$ cat config.mk
export PLATFORM = sky130hd
export DESIGN_NAME = wb_write_queue
export DESIGN_NICKNAME = d
export VERILOG_FILES = /design/src/rtl/wb_write_queue.sv
export SDC_FILE = /design/constraint.sdc
export NUM_CORES = 1
export LEC_CHECK = 0
export CAP_MARGIN = 20
export CORE_MARGIN = 2
export CORE_UTILIZATION = 56
export CTS_CLUSTER_SIZE = 25
export DETAILED_ROUTE_END_ITERATION = 7
export GPL_ROUTABILITY_DRIVEN = 0
export GPL_TIMING_DRIVEN = 0
export PLACE_DENSITY = 0.81
export SYNTH_ARGS = -nofsm -noshare
export SYNTH_HDL_FRONTEND = slang
export SYNTH_SLANG_ARGS = --single-unit
$ cat constraint.sdc
create_clock -name clk -period 4.73 [get_ports clk]
set_input_delay 0.946 -clock clk [delete_from_list [all_inputs] [get_ports clk]]
set_output_delay 0.946 -clock clk [all_outputs]
set_load 0.01 [all_outputs]
$ cat src/rtl/wb_write_queue.sv
// Writeback queue: buffers ALU and load results in an in-order FIFO and retires
// one register-file write per cycle, exporting a per-register pending mask.
module wb_write_queue #(
    parameter int DATA_W = 16,
    parameter int ADDR_W = 4,
    parameter int DEPTH  = 4
) (
    input  logic                       clk,
    input  logic                       rst,
    input  logic                       flush,
    input  logic                       alu_valid,
    input  logic [ADDR_W-1:0]          alu_reg,
    input  logic [DATA_W-1:0]          alu_data,
    output logic                       alu_ready,
    input  logic                       mem_valid,
    input  logic [ADDR_W-1:0]          mem_reg,
    input  logic [DATA_W-1:0]          mem_data,
    output logic                       mem_ready,
    input  logic                       rf_hold,
    output logic                       rf_we,
    output logic [ADDR_W-1:0]          rf_waddr,
    output logic [DATA_W-1:0]          rf_wdata,
    output logic [(1<<ADDR_W)-1:0]     pend_mask,
    output logic [$clog2(DEPTH):0]     count
);

    localparam int PTR_W = $clog2(DEPTH);
    localparam int CNT_W = PTR_W + 1;
    localparam int NREG  = 1 << ADDR_W;

    logic [ADDR_W-1:0] reg_mem  [DEPTH];
    logic [DATA_W-1:0] data_mem [DEPTH];
    logic [DEPTH-1:0]  valid_reg;
    logic [PTR_W-1:0]  rd_ptr_reg, wr_ptr_reg;
    logic [CNT_W-1:0]  count_reg;

    logic              full, empty, push, pop;
    logic [ADDR_W-1:0] push_reg;
    logic [DATA_W-1:0] push_data;
    logic [NREG-1:0]   dec [DEPTH];

    assign full  = (count_reg == CNT_W'(DEPTH));
    assign empty = (count_reg == '0);

    // Readies are gated by rst so every output reads zero while reset is held.
    assign mem_ready = rst && !full && !flush;
    assign alu_ready = mem_ready && !mem_valid;

    assign push      = (mem_valid && mem_ready) || (alu_valid && alu_ready);
    assign push_reg  = mem_valid ? mem_reg  : alu_reg;
    assign push_data = mem_valid ? mem_data : alu_data;

    assign rf_we    = rst && !empty && !rf_hold && !flush;
    assign pop      = rf_we;
    assign rf_waddr = rf_we ? reg_mem[rd_ptr_reg]  : '0;
    assign rf_wdata = rf_we ? data_mem[rd_ptr_reg] : '0;
    assign count    = count_reg;

    always_ff @(posedge clk or negedge rst) begin
        if (!rst) begin
            rd_ptr_reg <= '0;
            wr_ptr_reg <= '0;
            count_reg  <= '0;
            valid_reg  <= '0;
        end else if (flush) begin
            rd_ptr_reg <= '0;
            wr_ptr_reg <= '0;
            count_reg  <= '0;
            valid_reg  <= '0;
        end else begin
            // Push and pop never target the same slot: that needs count 0 or DEPTH.
            if (push) begin
                wr_ptr_reg            <= wr_ptr_reg + PTR_W'(1);
                valid_reg[wr_ptr_reg] <= 1'b1;
            end
            if (pop) begin
                rd_ptr_reg            <= rd_ptr_reg + PTR_W'(1);
                valid_reg[rd_ptr_reg] <= 1'b0;
            end
            case ({push, pop})
                2'b10:   count_reg <= count_reg + CNT_W'(1);
                2'b01:   count_reg <= count_reg - CNT_W'(1);
                default: count_reg <= count_reg;
            endcase
        end
    end

    always_ff @(posedge clk) begin
        if (push) begin
            reg_mem[wr_ptr_reg]  <= push_reg;
            data_mem[wr_ptr_reg] <= push_data;
        end
    end

    generate
        for (genvar gi = 0; gi < DEPTH; gi++) begin : g_dec
            assign dec[gi] = valid_reg[gi] ? (NREG'(1) << reg_mem[gi]) : '0;
        end
    endgenerate

    always_comb begin
        pend_mask = '0;
        for (int i = 0; i < DEPTH; i++) begin
            pend_mask = pend_mask | dec[i];
        end
    end

endmodule

* Word-level counts from Yosys, hierarchy flattened
Memories as Yosys holds them, arrays and structs flattened.
Index checks and enable logic that the tools add are counted.
** Storage, ports and cells
- Memory bits (read-only) :: 0
- Bits of input ports :: 46
- RAM bits :: 80
- Memories kept :: 2
- Register bits :: 11
- Output and inout bits :: 42
- Logic and storage cells :: 71
- Bits in latches :: 0
** Memories
- data_mem :: words 4, width 16, read ports 1, clocked after Yosys merged registers in 0, wr ports 1, line 32 : logic [DATA_W-1:0] data_mem [DEPTH];
- reg_mem :: words 4, width 4, read ports 5, clocked after Yosys merged registers in 0, wr ports 1, line 31 : logic [ADDR_W-1:0] reg_mem [DEPTH];
** Cells by class
- Div/mod/pow operators :: 0
- Shift operators :: 4
- Magnitude comparators :: 4
- Multipliers :: 0
- $add $sub $neg :: 4
- Equal/unequal tests :: 3
- Bitwise gates (word level) :: 6
- Reductions and logical operators :: 20
- Mux-type cells :: 24
** Operator list (count)
- 16-bit two-way mux :: 6
- 1-bit by 4-bit left shift with 16-bit output, first input constant :: 4
- 16-bit OR :: 3
- 4-bit two-way mux :: 6
- 1-bit logical AND :: 10
- 2-bit two-way mux :: 4
- 2-bit by 3-bit less-than comparator with 1-bit output, second input constant :: 2
- 3-bit one-hot mux with 2 select lines :: 1
- 1-bit logical NOT :: 5
- 2-bit by 1-bit adder with 2-bit output, second input constant :: 2
- 4-bit AND :: 1
- 1-bit demux with 2-bit select :: 2
- 2-bit by 1-bit greater-or-equal comparator with 1-bit output, second input constant :: 2
- 1-bit two-way mux :: 4
- 4-bit inverter :: 1
- 4-bit OR :: 1
- 2-bit nonzero test :: 2
- 3-bit by 1-bit adder with 3-bit output, second input constant :: 1
- 3-bit equality test, second input constant :: 1
- 3-bit logical NOT :: 1
- 3-bit two-way mux :: 1
- 3-bit nonzero test :: 1
- 3-bit by 1-bit subtractor with 3-bit output, second input constant :: 1
- 2-bit by 1-bit equality test with 1-bit output, second input constant :: 1
- 2 further kinds :: 2

* Depth between registers and ports, before layout
Gate-level depths: netlist (run 1).
- Word-level depth :: 12
- Mapped depth :: 8
- Mapped depth without buffers :: 7

* Worst setup path after synthesis (run 1)
No wires, ideal clock.
- Kind :: input to register
- From :: input port flush
- To :: register count_reg[2], in the netlist count[2]
- Setup time :: 0.064 ns
- Cell stages on the path :: 8
- Path slack :: 1.914 ns
- Path buffers :: 1
- Arrival time :: 2.751 ns
- Required time :: 4.666 ns
- Cell sequence :: nand2b_1 a211oi_4 buf_4 nor2_1 fa_1 or4_1 nor3_1 a211o_1
** Between the ends
- Cells in the longest elaborated chain, start to end :: 8
** Ends and longest elaborated chain
- start: declaration :: line 10 : input logic flush,
- 1-bit logical NOT :: line 46, 53
- 1-bit logical AND :: line 46 : assign mem_ready = rst && !full && !flush;
- 1-bit logical AND :: line 47 : assign alu_ready = mem_ready && !mem_valid;
- 1-bit logical AND :: line 49 : assign push = (mem_valid && mem_ready) || (alu_valid && alu_ready);
- 1-bit logical OR :: line 49
- 2-bit by 1-bit equality test with 1-bit output or 2-bit equality test (tied branches) :: line 80 : case ({push, pop})
- 3-bit one-hot mux with 2 select lines :: line 80
- 3-bit two-way mux :: line 65 : end else if (flush) begin
- end signal: assignment :: line 81 : 2'b10: count_reg <= count_reg + CNT_W'(1);
- end signal: assignment :: line 82 : 2'b01: count_reg <= count_reg - CNT_W'(1);
- end signal: assignment :: line 83 : default: count_reg <= count_reg;
- end: declaration :: line 35 : logic [CNT_W-1:0] count_reg;
Parallel ways exist; a longest one is shown, timed or not.
A chain may end at the register's enable or synchronous reset.

* Worst setup path in the final report (run 1)
- From :: input port rst
- To :: output port rf_wdata[15]
** Between the ends
- Cells in the longest elaborated chain, start to end :: 4
** Ends and longest elaborated chain
- start: declaration :: line 9 : input logic rst,
- 1-bit logical AND (3 in series) :: line 53 : assign rf_we = rst && !empty && !rf_hold && !flush;
- 16-bit two-way mux :: line 56 : assign rf_wdata = rf_we ? data_mem[rd_ptr_reg] : '0;
- end: declaration :: line 22 : output logic [DATA_W-1:0] rf_wdata,
No other way between the ends.

==> metrics.txt, run 1 <==
status=complete, no violations; post-synthesis sequential area ratio=59.2%; post-place setup slack=0.229 ns; Post-synth EDFFs=80; drt pass-1 iters=5; CTS sink count=91; first-pass GRT wire length=15500 um; CTS tree=done; endpoint class of the critical path=output port; max-cap viol count=0; Die Height=93.9 um; H-tree levels=3; WS Path Type=input port to output port; DRT antenna net count=0; Cell Area, Placed=5520 um^2; Slew Viols, Final=0; final instance area=5790 um^2; Max Clk Rate=244 MHz; pin count of the biggest net entering global routing=22; # DRC=0; Min-Delay Path Class=flip-flop to flip-flop; asr flop ratio synth=12.1%; layout cell share with drive strength beyond 1=17.3%; IO Pins=88; Crit-path slowest cell=clkdlybuf4s50_1; CTS Buf Count=9; Slew headroom=27.5%; Final Hold Viols=0; Crit Path Max Fanout=14; clock skew=0.0130 ns; I/O Buffers=87; post-synth net total=360; RR Endpoint=count[2]; Final TNS setup=0 ns; Sw Ratio=26.2%; final setup margin=0.639 ns; LEAKAGE=2.02 nW; CP required=3.78 ns; Vias=3131; HPWL Detailed=6940 um; Top delay family on crit path=buffers and inverters; Clk Latency, worst-skew pair=0.37 ns; Reg power frac=51.7%; Pint=0.00134 W; Final min period=4.09 ns; die area=8820 um^2; Mean Syn Cell Area=14.8 um^2; max FFs per register=64; maximum VDD drop=0.178 mV; Initial DRC Count=210; Setup Buffers After CTS=0; Syn Inst Count=305; Worst Path Arrival=3.14 ns; Psw=0.000477 W; Ant. Diodes=0; vias in the first global route=3109; Clock Power Share=29.7%; CP cell instances=dlymetal6s2s_1, nor3b_1, clkbuf_1, and3_1, clkdlybuf4s50_1; Synth cell types=47; initial antenna violation count=0; setup violators final=0; r2r startpoint=count[0]; core area=7770 um^2; Clock Tree Buf Depth=2; crit path to=rf_wdata[15]; # rows=32; WP buf/inv=3; R2R cell count=8; Final period util=86.5%; clock root buffer=clkbuf_8; RSZ-0062 raised after global routing=false; Synth Cell Area=4530 um^2; effective utilization at floorplan=58.3%; post-synthesis register bit count=91; area grow syn2layout=27.9%; Final nets=461; Ys Warns=0; Non-Filler Instances=513; placed cell count=494; Crit path largest cell delay=0.54 ns; power per cell area=315 nW/um^2; Worst-path clk slew=0.09 ns; Total GRT Usage=23.9%; fillcell total=517; r2r setup slk=2.18 ns; Worst Max-Slew Pin Slew=1.09 ns; total grt overflow=0; Worst setup startpoint=rst; Worst Hold Path Cells=1; combinational group share of total power=18.5%; chip width=93.9 um; Top FF cell, synth=edfxtp_1; Startpoint Class=input port; post-DR wirelength/cell=19.7 um; routed wire length=10100 um; DR vias/cell=6.10; WP depth=5
## metal layers
metal  track usage [%]  up-vias  routed length [um]
met1              29.8     1544                3880
met2              42.2      152                5380
li1                  -     1423                   -
met5                 0        -                   0
met3              3.85       12                 699
met4              8.70        0                 136
## logic make-up after synthesis
kind of cell / after synthesis / share of synthesized area, %
buf+inv: 20 / 1.99
flops: 91 / 59.2
simple gates: 90 / 11.8
compound gates: 48 / 8.02
xor+xnor: 2 / 0.387
mux: 45 / 16.0
fa+ha+maj: 9 / 2.65
## layout by cell type (no fill, tap or decap), types with 7 or more instances in the layout
cell type / instances
dfrtp_1: 11
nand2_1: 8
o221ai_1: 9
edfxtp_1: 80
mux4_2: 20
mux2_2: 20
ha_1: 8
a21oi_1: 11
inv_1: 7
clkdlybuf4s50_1: 86
nor2_1: 17
clkbuf_8: 9
and3_1: 22
## worst min-delay path by stage
stage	slack (ns)	endpoint	startpoint
2_1_floorplan	0.50	wr_ptr_reg[0]	wr_ptr_reg[0]
3_3_place_gp	0.54	wr_ptr_reg[0]	wr_ptr_reg[0]
3_5_place_dp	0.55	wr_ptr_reg[0]	wr_ptr_reg[0]
4_1_cts	0.56	wr_ptr_reg[0]	wr_ptr_reg[0]
5_1_grt	0.60	wr_ptr_reg[0]	wr_ptr_reg[0]
6_report	0.56	wr_ptr_reg[0]	wr_ptr_reg[0]
## power groups by stage
stage	Combinational (W)	Clock [W]	Sequential, W
2_1_floorplan	0.000200	0	0.000955
3_3_place_gp	0.000328	0	0.000959
3_5_place_dp	0.000333	0	0.000961
4_1_cts	0.000337	0.000550	0.000943
5_1_grt	0.000368	0.000574	0.000947
6_report	0.000338	0.000542	0.000943
## synthesized netlist by cell type, types with 2 or more instances
cell / instances / area, um^2
ha_1: 8 / 100
nor2_1: 17 / 63.8
and3_1: 22 / 138
nor2b_1: 6 / 37.5
nand3_1: 3 / 15.0
a21oi_1: 11 / 55.1
inv_1: 7 / 26.3
mux4_2: 20 / 450
nand3b_1: 5 / 37.5
o221ai_1: 9 / 78.8
xnor2_1: 2 / 17.5
nand2_1: 8 / 30.0
a211o_1: 4 / 35.0
nor3b_1: 3 / 22.5
or3b_2: 3 / 26.3
o32ai_1: 2 / 17.5
or3_1: 2 / 12.5
a31oi_1: 4 / 25.0
clkbuf_1: 5 / 18.8
buf_1: 3 / 11.3
nor3_1: 5 / 25.0
nand2b_1: 6 / 37.5
a221o_1: 2 / 20.0
mux2_2: 20 / 225
o22ai_1: 2 / 12.5
o311ai_0: 2 / 17.5
and2_1: 4 / 25.0
buf_2: 3 / 15.0
o21a_1: 4 / 30.0
edfxtp_1: 80 / 2400
dfrtp_1: 11 / 275
o21ai_0: 3 / 15.0
mux2i_1: 5 / 50.1
## final cells by class
cell class,instances,area (um^2),area share (%)
multi-input combinational,194,1760,30.4
tap,102,128,2.20
clock buffer,9,124,2.14
sequential,91,2680,46.3
clock inverter,7,81.3,1.40
inverter,7,26.3,0.454
buffer,13,63.8,1.10
timing repair buffer,90,931,16.1
## timing repair
action / CTS / global route
hold endpoints to repair: 0 / 0
hold buffers: 0 / 0
endpoints found under the setup margin: 0 / 1
resized for setup: 0 / 1
## metrics by stage
| step | total power (W) | utilization, % | hold slack (ns) |
|---|---|---|---|
| after floorplan | 0.00116 | - | 0.503 |
| after global placement | 0.00129 | 71.1 | 0.536 |
| after detailed placement | 0.00129 | 71.1 | 0.547 |
| after CTS | 0.00183 | 73.8 | 0.559 |
| after global routing | 0.00189 | 74.5 | 0.599 |
| final | 0.00182 | 74.5 | 0.563 |
Power figures use the tool's default switching activity.
==> run 2: changes to the inputs <==
- GPL_ROUTABILITY_DRIVEN: 0 -> unset
==> run 2 against run 1 <==
Net effect: total power shrank 1.1%; design area decreased by 0.11%; core utilization is 0.081 points lower; cell count is the same; combinational power about the same; die area is the same; critical path depth unchanged.
==> metrics.txt, run 2 (same netlist as run 1, synthesis figures left out) <==
status=complete, no violations (unchanged); core area=7770 um^2 (unchanged); Vias=3139 (was 3131); Slew Viols, Final=0 (unchanged); maximum VDD drop=0.197 mV (was 0.178 mV); clock skew=0.00806 ns (was 0.0130 ns); setup violators final=0 (unchanged); pin count of the biggest net entering global routing=22 (unchanged); chip width=93.9 um (unchanged); CP cell instances=clkdlybuf4s50_1, nor3b_1, clkbuf_1, and3_1, clkdlybuf4s50_1 (was dlymetal6s2s_1, nor3b_1, clkbuf_1, and3_1, clkdlybuf4s50_1); endpoint class of the critical path=output port (unchanged); Final Wtd Congestion=1.02; max-cap viol count=0 (unchanged); hold wc startpoint=valid_reg[0] (was wr_ptr_reg[0]); routed wire length=9880 um (was 10100 um); die area=8820 um^2 (unchanged); most frequent CP cell=clkdlybuf4s50_1; first-pass GRT wire length=15300 um (was 15500 um); LEAKAGE=2.00 nW (was 2.02 nW); Final min period=4.44 ns (was 4.09 ns); Final period util=93.8% (was 86.5%); WS Path Type=input port to output port (unchanged); r2r setup slk=2.06 ns (was 2.18 ns); DRT antenna net count=0 (unchanged); power per cell area=312 nW/um^2 (was 315 nW/um^2); Die Height=93.9 um (unchanged); Top delay family on crit path=buffers and inverters (unchanged); effective utilization at floorplan=58.3% (unchanged); Startpoint Class=input port (unchanged); R2R cell count=8 (unchanged); HPWL Detailed=6940 um (about the same); # resized after CTS=0 (unchanged); area grow syn2layout=27.8% (was 27.9%); Ant. Diodes=0 (unchanged); Psw=0.000465 W (was 0.000477 W); r2r startpoint=count[0] (unchanged); DR vias/cell=6.12 (was 6.10); Pint=0.00134 W (about the same); initial antenna violation count=0 (unchanged); Crit Path Max Fanout=14 (unchanged); total grt overflow=0 (unchanged); layout cell share with drive strength beyond 1=17.3% (unchanged); Total GRT Usage=23.3% (was 23.9%); IO Pins=88 (unchanged); Worst setup startpoint=rst (unchanged); Worst Max-Slew Pin Slew=1.05 ns (was 1.09 ns); Min-Delay Path Class=flip-flop to flip-flop (unchanged); commonest non-fill, non-tap cell in the layout=clkdlybuf4s50_1 (unchanged); Worst Hold Path Cells=1 (unchanged); RSZ-0062 raised after global routing=false (unchanged); fillcell total=514 (was 517); Initial DRC Count=242 (was 210); post-DR wirelength/cell=19.2 um (was 19.7 um); Final nets=461 (unchanged); Setup Buffers After CTS=0 (unchanged); WP depth=5 (unchanged); # DRC=0 (unchanged); vias in the first global route=3093 (was 3109); Clk Latency, worst-skew pair=0.35 ns (was 0.37 ns); combinational group share of total power=18.7% (was 18.5%); Reg power frac=52.4% (was 51.7%); commonest non-fill, non-tap cells in the layout=clkdlybuf4s50_1 (87), edfxtp_1 (80), and3_1 (22) (was clkdlybuf4s50_1 (86), edfxtp_1 (80), and3_1 (22)); Sw Ratio=25.8% (was 26.2%); WP buf/inv=3 (unchanged); Worst Path Arrival=3.49 ns (was 3.14 ns); final instance area=5780 um^2 (was 5790 um^2); CP required=3.78 ns (about the same); Slew headroom=30.0% (was 27.5%); CTS sink count=91 (unchanged); Clock Power Share=29.0% (was 29.7%); # rows=32 (unchanged); CTS Buf Count=9 (unchanged); Cell Area, Placed=5520 um^2 (unchanged); drt pass-1 iters=4 (was 5); Final TNS setup=0 ns (unchanged); Worst-path clk slew=0.08 ns (was 0.09 ns); Crit-path slowest cell=clkdlybuf4s50_1 (unchanged); Hold-fix buffers, CTS=0 (unchanged); CTS tree=done (unchanged); Max Clk Rate=225 MHz (was 244 MHz); Clock Tree Buf Depth=2 (unchanged); H-tree levels=3 (unchanged); I/O Buffers=87 (unchanged); Final Hold Viols=0 (unchanged); max FFs per register=64 (unchanged); Crit path largest cell delay=0.85 ns (was 0.54 ns); clock root buffer=clkbuf_8 (unchanged)
[run 2: changes by cell type in the layout (fill, tap and decap cells not counted)]
cell and change:
dlymetal6s2s_1 -1, clkinvlp_4 +1, clkdlybuf4s50_1 +1, inv_8 -1, clkinv_4 +2, inv_6 -2
[run 2: area by class of cell]
type                       count  area, um^2  share of cell area (%)
clock buffer                   9         124                    2.14
multi-input combinational    194        1760                    30.4
timing repair buffer          90         928                    16.1
sequential                    91        2680                    46.3
tap                          102         128                    2.21
clock inverter                 7        77.6                    1.34
inverter                       7        26.3                   0.454
buffer                        13        63.8                    1.10
[run 2: layer usage]
layer	GRT usage, %	part of all wire (%)
met4	7.85	1.4
met1	29.0	40
met2	41.2	52
met5	0	0
met3	4.33	6.8
[run 2: worst register-to-register path, cell delays in order, from the launching register on]
cell and delay [ns]:
dfrtp_1 0.49, nor2_1 0.18, a211oi_4 0.40, buf_4 0.25, nor2_1 0.07, fa_1 0.42
or4_1 0.52, nor3_1 0.16, a211o_1 0.12
[run 2: per-stage QoR]
step	worst slack (ns)	util [%]	hold WS, ns	power (W)	cells
after floorplan	1.91	-	0.503	0.00116	305
after global placement	0.206	71.1	0.535	0.00129	494
after detailed placement	0.220	71.1	0.566	0.00130	494
after CTS	0.221	73.7	0.584	0.00181	510
after global routing	0.00114	74.5	0.618	0.00187	513
final	0.294	74.5	0.589	0.00180	513
[run 2: final timing paths]
kind / end
max in group asynchronous: valid_reg[2]
worst max-delay path: rf_wdata[15]
worst min register to register: valid_reg[0]
min in group asynchronous: count[2]
worst min-delay path: valid_reg[0]
worst max register to register: count[2]
[run 2: power by group through the flow]
| stage | logic [W] | clock network (W) | registers, W |
|---|---|---|---|
| final | 0.000336 | 0.000522 | 0.000943 |
| after detailed placement | 0.000335 | 0 | 0.000962 |
| after CTS | 0.000336 | 0.000530 | 0.000943 |
| after floorplan | 0.000200 | 0 | 0.000955 |
| after global placement | 0.000328 | 0 | 0.000958 |
| after global routing | 0.000367 | 0.000555 | 0.000948 |
==> run 3: changes to the inputs <==
- CORE_MARGIN: 2 -> 1.5
==> run 3 against run 2 <==
Net effect: non-clock buffer count up 1; cell count up 0.19%; global-route usage up 2.2 points; via count up 0.29%; maximum frequency down 2.0%; wire length up 13%; design area up 0.45%; total power down 1.0%; clock power down 5.6%; largest cell class unchanged; largest power group unchanged; highest routed layer unchanged.
==> metrics.txt, run 3 (same netlist as run 1, synthesis figures left out) <==
status=complete, no violations (unchanged); # rows=32 (unchanged); # resized after CTS=0 (unchanged); power per cell area=307 nW/um^2 (was 312 nW/um^2); Total GRT Usage=25.6% (was 23.3%); I/O Buffers=87 (unchanged); CTS sink count=91 (unchanged); H-tree levels=3 (unchanged); Startpoint Class=input port (unchanged); maximum VDD drop=0.288 mV (was 0.197 mV); Setup Buffers After CTS=0 (unchanged); Reg power frac=52.9% (was 52.4%); Final Util=74.8% (was 74.5%); drt pass-1 iters=7 (was 4); setup violators final=0 (unchanged); Initial DRC Count=178 (was 242); HPWL Detailed=7490 um (was 6940 um); Final Power=0.00178 W (was 0.00180 W); chip width=92.9 um (was 93.9 um); area of the multi-input gates=1760 um^2 (unchanged); IO Pins=88 (unchanged); hold wc startpoint=wr_ptr_reg[0] (was valid_reg[0]); fillcell total=503 (was 514); commonest non-fill, non-tap cells in the layout=clkdlybuf4s50_1 (87), edfxtp_1 (80), and3_1 (22) (unchanged); pin count of the biggest net entering global routing=22 (unchanged); Ant. Diodes=0 (unchanged); DR vias/cell=6.12 (about the same); clock skew=0.0136 ns (was 0.00806 ns); Worst-path clk slew=0.10 ns (was 0.08 ns); sequential cell area=2680 um^2 (unchanged); Final TNS setup=0 ns (unchanged); max-cap viol count=0 (unchanged); die area=8630 um^2 (was 8820 um^2); Slew headroom=53.6% (was 30.0%); Sw Ratio=27.5% (was 25.8%); Worst Path Arrival=3.58 ns (was 3.49 ns); vias in the first global route=3149 (was 3093); effective utilization at floorplan=58.3% (unchanged); area grow syn2layout=28.4% (was 27.8%); LEAKAGE=2.01 nW (was 2.00 nW); # DRC=0 (unchanged); CTS Buf Count=9 (unchanged); Final period util=95.7% (was 93.8%); layout cell share with drive strength beyond 1=17.2% (was 17.3%); CTS tree=done (unchanged); endpoint class of the critical path=output port (unchanged); Final Wtd Congestion=0.913 (was 1.02); post-DR wirelength/cell=21.7 um (was 19.2 um); WS Path Type=input port to output port (unchanged); combinational group share of total power=19.5% (was 18.7%); Psw=0.000491 W (was 0.000465 W); Hold-fix buffers, CTS=0 (unchanged); initial antenna violation count=0 (unchanged); Slew Viols, Final=0 (unchanged); Worst Max-Slew Pin Slew=0.696 ns (was 1.05 ns); commonest non-fill, non-tap cell in the layout=clkdlybuf4s50_1 (unchanged); max FFs per register=64 (unchanged); RSZ-0062 raised after global routing=false (unchanged); Clock Tree Buf Depth=2 (unchanged); Min-Delay Path Class=flip-flop to flip-flop (unchanged); Final Hold Viols=0 (unchanged); Clk Latency, worst-skew pair=0.35 ns (about the same); total grt overflow=0 (unchanged); r2r setup slk=1.99 ns (was 2.06 ns); DRT antenna net count=0 (unchanged); r2r startpoint=count[0] (unchanged); core area=7770 um^2 (unchanged); Max Clk Rate=221 MHz (was 225 MHz); Die Height=92.9 um (was 93.9 um); Pint=0.00129 W (was 0.00134 W); Crit Path Max Fanout=14 (unchanged); first-pass GRT wire length=16600 um (was 15300 um); clock root buffer=clkbuf_8 (unchanged); CP required=3.78 ns (about the same); Worst Hold Path Cells=1 (unchanged); Vias=3148 (was 3139); Final min period=4.53 ns (was 4.44 ns); Clock Power Share=27.6% (was 29.0%); RR Endpoint=count[2] (unchanged); R2R cell count=8 (unchanged); Hold EP=wr_ptr_reg[0] (was valid_reg[0]); routed wire length=11100 um (was 9880 um); Final nets=462 (was 461)
## run 3: worst max path at each step
stage,startpoint,to,slack [ns],depth (start not counted)
floorplan,flush,count[2],1.91,8
global placement,rst,rf_wdata[8],0.27,5
detailed placement,rst,rf_waddr[1],0.24,5
CTS,rst,rf_wdata[8],0.24,5
global route,rst,rf_wdata[8],0.01,5
finish,rst,rf_wdata[8],0.20,5
## run 3: area by class of cell
class | instances | share of cell area, %
multi-input cells | 194 | 30.3
clock inverters | 7 | 1.10
inverters | 7 | 0.452
flip-flops and latches | 91 | 46.1
repair buffers | 91 | 16.7
clock buffers | 9 | 2.13
plain buffers | 13 | 1.10
well taps | 102 | 2.20
## run 3: power by group through the flow
stage,logic [W],clock network (W),registers (W)
2_1_floorplan,0.000200,0,0.000955
3_3_place_gp,0.000326,0,0.000959
3_5_place_dp,0.000338,0,0.000961
5_1_grt,0.000376,0.000529,0.000948
6_report,0.000347,0.000493,0.000943
4_1_cts,0.000341,0.000493,0.000943
## run 3: stage by stage
| stage | std cells | hold WS [ns] | area [um^2] | worst slack, ns |
|---|---|---|---|---|
| CTS | 510 | 0.550 | 5710 | 0.235 |
| finish | 514 | 0.554 | 5810 | 0.202 |
| floorplan | 305 | 0.503 | 4530 | 1.91 |
| global placement | 494 | 0.526 | 5520 | 0.275 |
| detailed placement | 494 | 0.537 | 5520 | 0.244 |
| global route | 514 | 0.587 | 5810 | 0.0137 |
## run 3: per-layer routing
metal	vias up	wire (um)	track usage, %
li1	1425	-	-
met1	1559	4360	34.5
met2	151	5860	43.6
met3	13	764	4.76
met4	0	153	5.05
met5	-	0	0
## run 3: worst max-delay path, cell delays in order
cell	delay, ns
clkdlybuf4s50_1	0.86
nor3b_1	0.49
clkbuf_1	0.43
and3_1	0.29
clkdlybuf4s50_1	0.56
